## src/rtl/uart_rx_deframer.sv

```systemverilog
// UART receive front end: synchronises the serial line, recovers frames with
// 2-of-3 majority sampling and false-start rejection, and holds each payload
// with its error flags on a valid/ready register.
module uart_rx_deframer #(
   parameter int unsigned DATA_BITS   = 8,
   parameter int unsigned PARITY_MODE = 0,
   parameter int unsigned STOP_BITS   = 1,
   parameter int unsigned OVERSAMPLE  = 16
) (
   input  logic                 baud_clk,
   input  logic                 reset,
   input  logic                 rx_in,
   output logic [DATA_BITS-1:0] rx_data,
   output logic                 rx_valid,
   input  logic                 rx_ready,
   output logic                 parity_err,
   output logic                 frame_err,
   output logic                 break_det,
   output logic                 overrun_err,
   output logic                 rx_active
);

   localparam int unsigned CNT_W = $clog2(OVERSAMPLE);
   localparam int unsigned BIT_W = 4;
   localparam int unsigned MID   = OVERSAMPLE / 2;

   localparam logic [CNT_W-1:0] CNT_LAST = CNT_W'(OVERSAMPLE - 1);
   localparam logic [CNT_W-1:0] CNT_S0   = CNT_W'(MID - 1);
   localparam logic [CNT_W-1:0] CNT_S1   = CNT_W'(MID);
   localparam logic [CNT_W-1:0] CNT_DEC  = CNT_W'(MID + 1);
   localparam logic [BIT_W-1:0] DATA_LAST = BIT_W'(DATA_BITS - 1);
   localparam logic [BIT_W-1:0] STOP_LAST = BIT_W'(STOP_BITS - 1);

   typedef enum logic [2:0] {
      IDLE,
      START,
      DATA,
      PARITY,
      STOP,
      BRKWAIT
   } state_t;

   state_t               state_q, state_d;
   logic [1:0]           sync_q, sync_d;
   logic [CNT_W-1:0]     cnt_q, cnt_d;
   logic [BIT_W-1:0]     bit_cnt_q, bit_cnt_d;
   logic [DATA_BITS-1:0] shift_q, shift_d;
   logic [1:0]           samp_q, samp_d;
   logic                 par_err_q, par_err_d;
   logic                 stop_err_q, stop_err_d;
   logic                 all_zero_q, all_zero_d;

   logic [DATA_BITS-1:0] data_q, data_d;
   logic                 valid_q, valid_d;
   logic                 perr_q, perr_d;
   logic                 ferr_q, ferr_d;
   logic                 brk_q, brk_d;
   logic                 ovr_q, ovr_d;
   logic                 active_q, active_d;

   logic rxs;
   logic maj;
   logic decide;
   logic bit_end;
   logic complete;
   logic frame_brk;
   logic frame_ferr;

   assign rxs     = sync_q[1];
   assign maj     = (samp_q[0] & samp_q[1]) | (rxs & (samp_q[0] | samp_q[1]));
   assign decide  = (cnt_q == CNT_DEC);
   assign bit_end = (cnt_q == CNT_LAST);

   // State, datapath and output registers
   always_ff @(posedge baud_clk or posedge reset) begin
      if (reset) begin
         state_q    <= IDLE;
         sync_q     <= 2'b11;
         cnt_q      <= '0;
         bit_cnt_q  <= '0;
         shift_q    <= '0;
         samp_q     <= '0;
         par_err_q  <= 1'b0;
         stop_err_q <= 1'b0;
         all_zero_q <= 1'b0;
         data_q     <= '0;
         valid_q    <= 1'b0;
         perr_q     <= 1'b0;
         ferr_q     <= 1'b0;
         brk_q      <= 1'b0;
         ovr_q      <= 1'b0;
         active_q   <= 1'b0;
      end else begin
         state_q    <= state_d;
         sync_q     <= sync_d;
         cnt_q      <= cnt_d;
         bit_cnt_q  <= bit_cnt_d;
         shift_q    <= shift_d;
         samp_q     <= samp_d;
         par_err_q  <= par_err_d;
         stop_err_q <= stop_err_d;
         all_zero_q <= all_zero_d;
         data_q     <= data_d;
         valid_q    <= valid_d;
         perr_q     <= perr_d;
         ferr_q     <= ferr_d;
         brk_q      <= brk_d;
         ovr_q      <= ovr_d;
         active_q   <= active_d;
      end
   end

   // Frame FSM, bit timer, majority sampling and holding-register update
   always_comb begin
      state_d    = state_q;
      sync_d     = {sync_q[0], rx_in};
      cnt_d      = bit_end ? '0 : cnt_q + CNT_W'(1);
      bit_cnt_d  = bit_cnt_q;
      shift_d    = shift_q;
      samp_d     = samp_q;
      par_err_d  = par_err_q;
      stop_err_d = stop_err_q;
      all_zero_d = all_zero_q;
      complete   = 1'b0;
      frame_brk  = 1'b0;
      frame_ferr = 1'b0;
      data_d     = data_q;
      valid_d    = valid_q;
      perr_d     = perr_q;
      ferr_d     = ferr_q;
      brk_d      = brk_q;
      ovr_d      = ovr_q;

      if (cnt_q == CNT_S0) samp_d[0] = rxs;
      if (cnt_q == CNT_S1) samp_d[1] = rxs;

      unique case (state_q)
         IDLE: begin
            cnt_d = '0;
            if (!rxs) begin
               state_d    = START;
               bit_cnt_d  = '0;
               par_err_d  = 1'b0;
               stop_err_d = 1'b0;
               all_zero_d = 1'b1;
            end
         end
         START: begin
            if (decide && maj) begin
               state_d = IDLE;
               cnt_d   = '0;
            end else if (bit_end) begin
               state_d = DATA;
               cnt_d   = '0;
            end
         end
         DATA: begin
            if (decide) begin
               shift_d = {maj, shift_q[DATA_BITS-1:1]};
               if (maj) all_zero_d = 1'b0;
            end
            if (bit_end) begin
               if (bit_cnt_q == DATA_LAST) begin
                  bit_cnt_d = '0;
                  cnt_d     = '0;
                  state_d   = (PARITY_MODE != 0) ? PARITY : STOP;
               end else begin
                  bit_cnt_d = bit_cnt_q + BIT_W'(1);
               end
            end
         end
         PARITY: begin
            if (decide) begin
               par_err_d = (PARITY_MODE == 1) ? (maj != ^shift_q) : (maj == ^shift_q);
               if (maj) all_zero_d = 1'b0;
            end
            if (bit_end) begin
               state_d = STOP;
               cnt_d   = '0;
            end
         end
         STOP: begin
            if (decide) begin
               if (!maj) stop_err_d = 1'b1;
               else      all_zero_d = 1'b0;
               if (bit_cnt_q == STOP_LAST) begin
                  // Finish at mid-bit so an immediately following start edge is seen
                  complete   = 1'b1;
                  frame_brk  = all_zero_q & ~maj;
                  frame_ferr = stop_err_q | ~maj;
                  bit_cnt_d  = '0;
                  cnt_d      = '0;
                  state_d    = (!rxs && frame_brk) ? BRKWAIT : IDLE;
               end
            end else if (bit_end) begin
               bit_cnt_d = bit_cnt_q + BIT_W'(1);
            end
         end
         BRKWAIT: begin
            cnt_d = '0;
            if (rxs) state_d = IDLE;
         end
         default: begin
            state_d = IDLE;
            cnt_d   = '0;
         end
      endcase

      if (complete) begin
         if (!valid_q || rx_ready) begin
            data_d  = shift_q;
            valid_d = 1'b1;
            perr_d  = par_err_q;
            ferr_d  = frame_ferr;
            brk_d   = frame_brk;
            ovr_d   = 1'b0;
         end else begin
            ovr_d = 1'b1;
         end
      end else if (valid_q && rx_ready) begin
         valid_d = 1'b0;
         perr_d  = 1'b0;
         ferr_d  = 1'b0;
         brk_d   = 1'b0;
         ovr_d   = 1'b0;
      end

      active_d = (state_d != IDLE);
   end

   assign rx_data     = data_q;
   assign rx_valid    = valid_q;
   assign parity_err  = perr_q;
   assign frame_err   = ferr_q;
   assign break_det   = brk_q;
   assign overrun_err = ovr_q;
   assign rx_active   = active_q;

endmodule

```

## config.mk

```make
export PLATFORM = sky130hd
export DESIGN_NAME = uart_rx_deframer
export DESIGN_NICKNAME = d
export VERILOG_FILES = /design/src/rtl/uart_rx_deframer.sv
export SDC_FILE = /design/constraint.sdc
export NUM_CORES = 1
export LEC_CHECK = 0
export BUFFER_PORTS_ARGS = -buffer_cell sky130_fd_sc_hd__buf_2
export CAP_MARGIN = 20
export CORE_AREA = 2 2 71 73
export CTS_BUF_LIST = sky130_fd_sc_hd__clkbuf_8
export CTS_CLUSTER_DIAMETER = 120
export DETAILED_ROUTE_END_ITERATION = 16
export DIE_AREA = 0 0 73 75
export PLACE_DENSITY_LB_ADDON = 0.1
export SKIP_CTS_REPAIR_TIMING = 1
export SYNTH_ARGS = -nofsm -noshare
export SYNTH_HDL_FRONTEND = slang
export SYNTH_SLANG_ARGS = --single-unit
```

## constraint.sdc

```tcl
create_clock -name baud_clk -period 4.24 [get_ports baud_clk]
set_input_delay 0.424 -clock baud_clk [delete_from_list [all_inputs] [get_ports baud_clk]]
set_output_delay 0.424 -clock baud_clk [all_outputs]
set_load 0.02 [all_outputs]
```

Word level (Yosys, flattened, before mapping)
Index checks and enable logic that the tools add are counted.
Cells by class
  $add $sub $neg: 2
  multiply operators: 0
  divide/modulo/power cells: 0
  order comparisons: 0
  equality and inequality tests: 21
  shifts and indexed selects: 0
  multiplexer cells: 56
  bitwise logic cells: 7
  reductions and logical operators: 23
Operator list (count)
  $mux W4: 13
  $mux W3: 10
  $mux W1: 27
  $pmux W3 S6: 1
  $pmux W4 S4: 1
  $eq A4 B4 Y1 const B: 3
  $pmux W4 S3: 1
  $ne A2 B2 Y1 const B: 5
  $add A4 B1 Y4 const B: 2
  $eq A4 B3 Y1 const B: 2
  $reduce_and A4 Y1: 2
  $reduce_bool A2 Y1: 4
  $reduce_xor A8 Y1: 1
  $eq A3 B2 Y1 const B: 2
  $eq A3 B3 Y1 const B: 2
  $ne A2 B1 Y1 const B: 3
  $ne A3 B3 Y1 const B: 2
  $pmux W1 S2: 3
  $reduce_and A2 Y1: 3
  $reduce_bool A3 Y1: 2
  $reduce_and A5 Y1: 1
  $logic_not A4 Y1: 1
  $and A1 B1 Y1: 3
  $eq A3 B1 Y1 const B: 1
  other kinds (9): 14
Storage, ports and cells
  register bits: 40
  bits in latches: 0
  memory bits (writable): 0
  memory bits (read-only): 0
  input port bits: 4
  output and inout bits: 14
  word-level logic and storage cells: 126
  memories kept: 0

Longest topological paths before layout
Gate-level depths: netlist of run 1.
  word-level depth: 11
  gate-level depth with buffers: 7
  depth with buffers taken out: 7

Least setup slack after synthesis of run 1
Ideal clock, no wire load.
  path type: register to register
  start: register bit_cnt_q[0]
  end: register ferr_q, in the netlist frame_err
  setup time: 0.124 ns
  arrival: 1.722 ns
  required time: 4.116 ns
  path slack: 2.394 ns
  cell stages (with the launch flop): 8
  buffers on the path: 0
  clock period less this slack: 1.846 ns
  cell sequence: dfrtp_1 -> inv_1 -> ha_1 -> or3b_4 -> or3_4 -> nand2_1 -> a21oi_1 -> a211o_1
Between the ends
  cells in the longest elaborated chain, start to end: 6
  elaborated cells on any way between the ends: 12
  classes of those cells: eq/ne (1); mux (8); reduce/logical (3)
Ends and longest elaborated chain
  from (decl): line 46  | logic [BIT_W-1:0] bit_cnt_q, bit_cnt_d;
  from (signal assigned): line 97  | bit_cnt_q <= bit_cnt_d;
  $logic_not A4 Y1 *: line 186  | if (bit_cnt_q == STOP_LAST) begin
  $mux W1: line 186
  $mux W1: line 183  | if (decide) begin
  $mux W1: line 137  | unique case (state_q)
  $ne A2 B1 Y1 (no line), or another cell as far along
  $reduce_and A2 Y1 (no line) / $mux W1 (equally long branches)
  to (signal assigned): line 106  | ferr_q <= ferr_d;
  to (decl): line 56  | logic ferr_q, ferr_d;
Every way passes the cells marked *; elsewhere a longest branch is shown, timed or not. The select of a mux whose other input is x is not followed.
A chain may end at the register's enable or synchronous reset.

Final worst setup path of run 1
  start: register state_q[1]
  end: register data_q[1], in the netlist rx_data[1]
Between the ends
  cells in the longest elaborated chain, start to end: 3
Ends and longest elaborated chain
  from (decl): line 43  | state_t state_q, state_d;
  from (signal assigned): line 94  | state_q <= state_d;
  $eq A3 B3 Y1: line 137
  $mux W1: line 137
  $reduce_and A2 Y1 (no line)
  to (signal assigned): line 103  | data_q <= data_d;
  to (decl): line 53  | logic [DATA_BITS-1:0] data_q, data_d;
Every way passes these cells.

==> results.sh, run 1 <==
export IMPL_peakVddDrop_uv=247.7
export IMPL_die_h_um=75
export IMPL_routed_via_count=1403
export IMPL_cts_tree="built"
export IMPL_worstHoldPathType="in -> async"
export IMPL_slew_viol_final=0
export IMPL_relSlewSlack_pct=66.24
export IMPL_yosys_warnings=0
export IMPL_critPathRequiredTime_ns=4.42
export IMPL_grt_antenna_before_repair=0
export IMPL_synth_ff_type="dfrtp_1"
export IMPL_yosysSeqAreaShare_pct=48.61
export IMPL_track_usage_pct=15.30
export IMPL_dp_cells=249
export IMPL_synth_seq_cells=40
export IMPL_cts_buffers_inserted=5
export IMPL_comb_power_share_pct=23.7
export IMPL_row_count=25
export IMPL_clkTransAtPathRegs_ns=0.08
export IMPL_netlist_top_cells_area="dfrtp_1 (46%), mux2_4 (5.8%), mux2_2 (5.5%)"
export IMPL_gp_congestion=0.8067
export IMPL_r2r_slack_ns=2.25
export IMPL_die_x_um=73
export IMPL_drt_iter0_markers=71
export IMPL_post_route_util_pct=49.45
export IMPL_cp_max_fo=14
export IMPL_startpoint_type="flip-flop"
export IMPL_async_flop_share_pct=100.0
export IMPL_dieArea_mm2=0.005475
export IMPL_cts_buffer_depth=2
export IMPL_ant_nets=0
export IMPL_nets=211
export IMPL_core_area_mm2=0.004661
export IMPL_reg2reg_to="rx_data[1]"
export IMPL_totalWireLength_mm=3.680
export IMPL_critPathKind="reg -> reg"
export IMPL_power_internal_mw=0.6683
export IMPL_dpl_worst_slack_ns=2.255
export IMPL_layout_commonest_cell="dfrtp_1"
export IMPL_instances_no_fill=257
export IMPL_syn_inst=181
export IMPL_skew_ns=0.008923
export IMPL_regToRegStartpoint="state_q[1]"
export IMPL_power_share_clock_pct=26.9
export IMPL_yosysTopAreaCellShare_pct=46.06
export IMPL_rsz0062_at_grt="no"
export IMPL_syn_avg_cell_area_um2=11.41
export IMPL_diodes=0
export IMPL_endpoint_kind="flip-flop"
export IMPL_leakage_nw=1.116
export IMPL_drt_first_pass_iters=6
export IMPL_synth_cell_types=50
export IMPL_netlist_area_mm2=0.002064
export IMPL_switchingPower_mw=0.3318
export IMPL_status="finished, final reports clean"
export IMPL_max_freq_ghz=0.5031
export IMPL_synth_edf_count=0
export IMPL_worstMarginPinSlew_ns=0.5064
export IMPL_htree_levels=2
export IMPL_insertion_delay_ns=0.30
export IMPL_pin_count=18
export IMPL_port_buffers=17
export IMPL_cts_root_buf="clkbuf_8"
export IMPL_layout_common_cells="dfrtp_1 (38), buf_2 (17), nand2_1 (15)"
export IMPL_synth_nets=190
export IMPL_via_per_inst=5.459
export IMPL_final_area_mm2=0.002305
export IMPL_timing_final_crit_period_ns=1.988
export IMPL_clock_sinks=40
export IMPL_reg2reg_depth=4
export IMPL_dpl_cell_area_mm2=0.002207
export IMPL_arrival_ns=2.17
export IMPL_initial_core_util_pct=44.30
export IMPL_fin_crit_sh_pct=46.88
export IMPL_drc=0
export IMPL_fin_setup_tns_ns=0
export IMPL_grt_pass1_wl_mm=6.492
export IMPL_seq_power_share_pct=49.4
export IMPL_drive_gt1_share_pct=28.57
export IMPL_grt_max_degree=41
export IMPL_finalHoldViolCount=0
export IMPL_areaGrowthSynthToFinish_pct=11.64
export IMPL_synth_area_leader_cell="dfrtp_1"
export IMPL_finalSetupViolCount=0
export IMPL_max_cap_viol_count=0
export IMPL_grt_pass1_vias=1372
export IMPL_hpwl_mm=2.669
export IMPL_setup_slack_ns=2.252
export IMPL_power_density_mw_per_mm2=433.9
export IMPL_gr_total_overflow=0
export IMPL_detail_route_wl_per_cell_um=14.32
export IMPL_sw_frac_of_total_pct=33.18
-- registers in the layout (all words and copies together), names as in the netlist, 2 cells and up --
name and cells:
shift_q 8, cnt_q 4, bit_cnt_q 4, sync_q 2, samp_q 2, state_q 3
rx_data 8
-- critical path, stage by stage (launching register included) --
cell	delay, ns
dfrtp_1	0.53
or3b_4	0.49
nor3_4	0.34
nand2_4	0.19
mux2_4	0.33
-- cells by family after synthesis --
family,after synthesis,synth area share (%)
adders and majority gates,6,3.515
AOI/OAI and AO/OA,36,12.30
and+or+nand+nor,56,16.91
DFF,40,48.61
buffers and inverters,14,2.667
xor gates and xnor gates,10,4.243
muxes,19,11.76
-- how the worst max path moves through the flow --
stage	startpoint	slack (ns)	cells past startpoint	end
final	state_q[1]	2.25	4	rx_data[1]
after global routing	state_q[1]	2.16	4	rx_data[0]
after CTS	state_q[1]	2.24	4	rx_data[1]
after detailed placement	state_q[1]	2.26	4	rx_data[7]
after global placement	state_q[0]	2.27	4	rx_data[2]
after floorplan	bit_cnt_q[0]	2.39	7	frame_err
-- power groups by stage --
stage                     clock [mW]  combinational [mW]  sequential, mW
final                          0.269               0.237           0.494
after global routing           0.292               0.274           0.505
after CTS                      0.279               0.242           0.494
after detailed placement           0               0.241           0.502
after global placement             0               0.236           0.500
after floorplan                    0               0.208           0.479
-- area by class of cell --
| type | instances | area, um^2 |
|---|---|---|
| inverters | 10 | 37.54 |
| clock buffers | 6 | 82.58 |
| well taps | 54 | 67.56 |
| repair buffers | 18 | 92.59 |
| fillers | 426 | 2356 |
| flip-flops and latches | 40 | 1003 |
| multi-input cells | 127 | 1006 |
| clock inverters | 2 | 15.01 |
-- per-layer routing --
metal  share of wire, %  GRT usage, %  routed length, um
met1                 50         21.47               1831
met2                 44         22.42               1636
met3                3.8         3.614                140
met4                2.0         7.202                 72
met5                  0             0                  0
-- through the flow --
step           hold WS [ns]  power, mW
6_report             0.2266      1.000
5_1_grt              0.2116      1.072
4_1_cts              0.2173      1.015
3_5_place_dp         0.3498     0.7422
3_3_place_gp         0.3487     0.7358
2_1_floorplan        0.3452     0.6878
-- cell usage after synthesis (all sizes together) (2+ instances only) --
cell type	count
mux2	18
nor2	10
ha	5
nor2b	3
buf	3
a21o	5
nor4	2
nand3b	4
o21ai	10
or3b	2
inv	10
nor3	6
a21oi	8
or3	3
dfstp	2
nand3	4
xnor2	9
dfrtp	38
nand2	16
and3b	2
Note: power is estimated with default switching activity, not from simulation.
==> inputs of run 2 (changes only) <==
==> constraint.sdc (replaced) <==
create_clock -name baud_clk -period 1.9 [get_ports baud_clk]
set_input_delay 0.19 -clock baud_clk [delete_from_list [all_inputs] [get_ports baud_clk]]
set_output_delay 0.19 -clock baud_clk [all_outputs]
set_load 0.02 [all_outputs]
==> run 2 against run 1 <==
  * Setup slack worse by 2.2 ns
  * Fmax up 6.6%
  * Clock power rose to 2.7 times the previous value
  * Sequential share of layout area down 2.1 points
  * Highest routed layer unchanged
  * Core utilization up 2.5 points
  * Global-route usage up 0.58 points
  * Final cell count up 3.9%
  * The run now ends with hold timing left
  * First-iteration DRC count down 49%
==> results.sh, run 2 (same netlist as run 1, synthesis figures left out) <==
export IMPL_holdWs_ns=-0.008056
export IMPL_ant_nets=0
export IMPL_endpoint="frame_err"
export IMPL_grt_pass1_vias=1440
export IMPL_clock_sinks=40
export IMPL_dieArea_mm2=0.005475
export IMPL_endpoint_kind="flip-flop"
export IMPL_arrival_ns=2.05
export IMPL_crit_start="bit_cnt_q[0]"
export IMPL_nets=221
export IMPL_diodes=0
export IMPL_r2r_slack_ns=0.04
export IMPL_critPathKind="reg -> reg"
export IMPL_gr_total_overflow=0
export IMPL_slew_viol_final=0
export IMPL_skew_ns=0.004542
export IMPL_fin_setup_tns_ns=0
export IMPL_rsz0062_at_grt="yes"
export IMPL_cp_max_fo=3
export IMPL_cts_buffers_inserted=5
export IMPL_layout_common_cells="dfrtp_1 (38), buf_2 (17), nand2_1 (15)"
export IMPL_fin_crit_sh_pct=98.11
export IMPL_drc=0
export IMPL_total_power_mw=2.415
export IMPL_cts_tree="built"
export IMPL_grt_antenna_before_repair=0
export IMPL_status="finished, violations left"
export IMPL_power_density_mw_per_mm2=996.9
export IMPL_track_usage_pct=15.88
export IMPL_grt_pass1_wl_mm=6.624
export IMPL_leakage_nw=1.181
export IMPL_dpl_cell_area_mm2=0.002260
export IMPL_crit_chain="inv_2 > ha_1 > or3b_4 > or3_4 > nand2_1 > a21oi_1 > a211o_1"
export IMPL_cts_buffer_depth=2
export IMPL_max_freq_ghz=0.5365
export IMPL_relSlewSlack_pct=65.71
export IMPL_port_buffers=17
export IMPL_row_count=25
export IMPL_drive_gt1_share_pct=34.74
export IMPL_hpwl_mm=2.681
export IMPL_critPathRequiredTime_ns=2.09
export IMPL_pin_count=18
export IMPL_routed_via_count=1450
export IMPL_core_area_mm2=0.004661
export IMPL_reg2reg_to="frame_err"
export IMPL_cts_root_buf="clkbuf_8"
export IMPL_max_cap_viol_count=0
export IMPL_startpoint_type="flip-flop"
export IMPL_reg2reg_depth=7
export IMPL_die_h_um=75
export IMPL_worstMarginPinSlew_ns=0.5143
export IMPL_cp_slowest_cell="or3b_4"
export IMPL_post_route_util_pct=51.97
export IMPL_timing_final_crit_period_ns=1.864
export IMPL_violations="hold timing"
export IMPL_finalSetupViolCount=0
export IMPL_drt_first_pass_iters=4
export IMPL_htree_levels=2
export IMPL_totalWireLength_mm=3.801
export IMPL_die_x_um=73
export IMPL_detail_route_wl_per_cell_um=14.24
export IMPL_insertion_delay_ns=0.30
export IMPL_clkTransAtPathRegs_ns=0.08
export IMPL_worstHoldPathType="in -> async"
export IMPL_regToRegStartpoint="bit_cnt_q[0]"
export IMPL_initial_core_util_pct=44.30
export IMPL_max_stage_delay_ns=0.41
export IMPL_peakVddDrop_uv=545.6
export IMPL_gp_congestion=0.8326
export IMPL_grt_max_degree=41
export IMPL_areaGrowthSynthToFinish_pct=17.33
export IMPL_via_per_inst=5.431
export IMPL_finalHoldViolCount=8
export IMPL_layout_commonest_cell="dfrtp_1"
export IMPL_final_area_mm2=0.002422
export IMPL_drt_iter0_markers=36
[run 2: cell type report]
| type | count | area [um^2] |
|---|---|---|
| inverters | 10 | 37.54 |
| fillers | 421 | 2238 |
| clock buffers | 5 | 68.82 |
| clock inverters | 3 | 46.29 |
| well taps | 54 | 67.56 |
| flip-flops and latches | 40 | 1003 |
| repair buffers | 28 | 170.2 |
| multi-input cells | 127 | 1028 |
[run 2: worst min-delay path by stage]
stage                     end  slack [ns]
finish               cnt_q[3]      -0.008
global route         cnt_q[1]        0.06
CTS                 sync_q[0]       -0.02
detailed placement  sync_q[0]        0.30
global placement    sync_q[0]        0.30
floorplan           sync_q[0]        0.19
[run 2: critical path, delay by kind of cell (launching register included)]
| family | cells | cell delay [ns] |
|---|---|---|
| AND/OR/NAND/NOR | 3 | 0.85 |
| flip-flops | 1 | 0.39 |
| buffers and inverters | 1 | 0.06 |
| adder cells (fa/ha/maj) | 1 | 0.14 |
| AO/OA/AOI/OAI | 2 | 0.32 |
[run 2: where the power goes]
part | leakage, nW | total, mW | internal, mW | switching (mW)
combinational | 0.600 | 0.642 | 0.287 | 0.355
sequential | 0.526 | 1.06 | 0.953 | 0.103
clock | 0.0548 | 0.716 | 0.396 | 0.321
[run 2: routing by layer]
layer / up-vias / GRT usage [%] / part of all wire [%]
met5: - / 0 / 0
met4: 0 / 5.556 / 1.4
met3: 7 / 4.150 / 3.3
met2: 17 / 25.23 / 47
met1: 728 / 21.17 / 49
li1: 698 / - / -
[run 2: through the flow]
stage | hold slack, ns | instances | worst slack [ns]
final | -0.008056 | 267 | 0.03590
after global placement | 0.2965 | 256 | 0.06504
after global routing | 0.05670 | 267 | -0.02941
after detailed placement | 0.2999 | 256 | 0.02324
after floorplan | 0.1945 | 181 | 0.05395
after CTS | -0.01699 | 264 | 0.005057
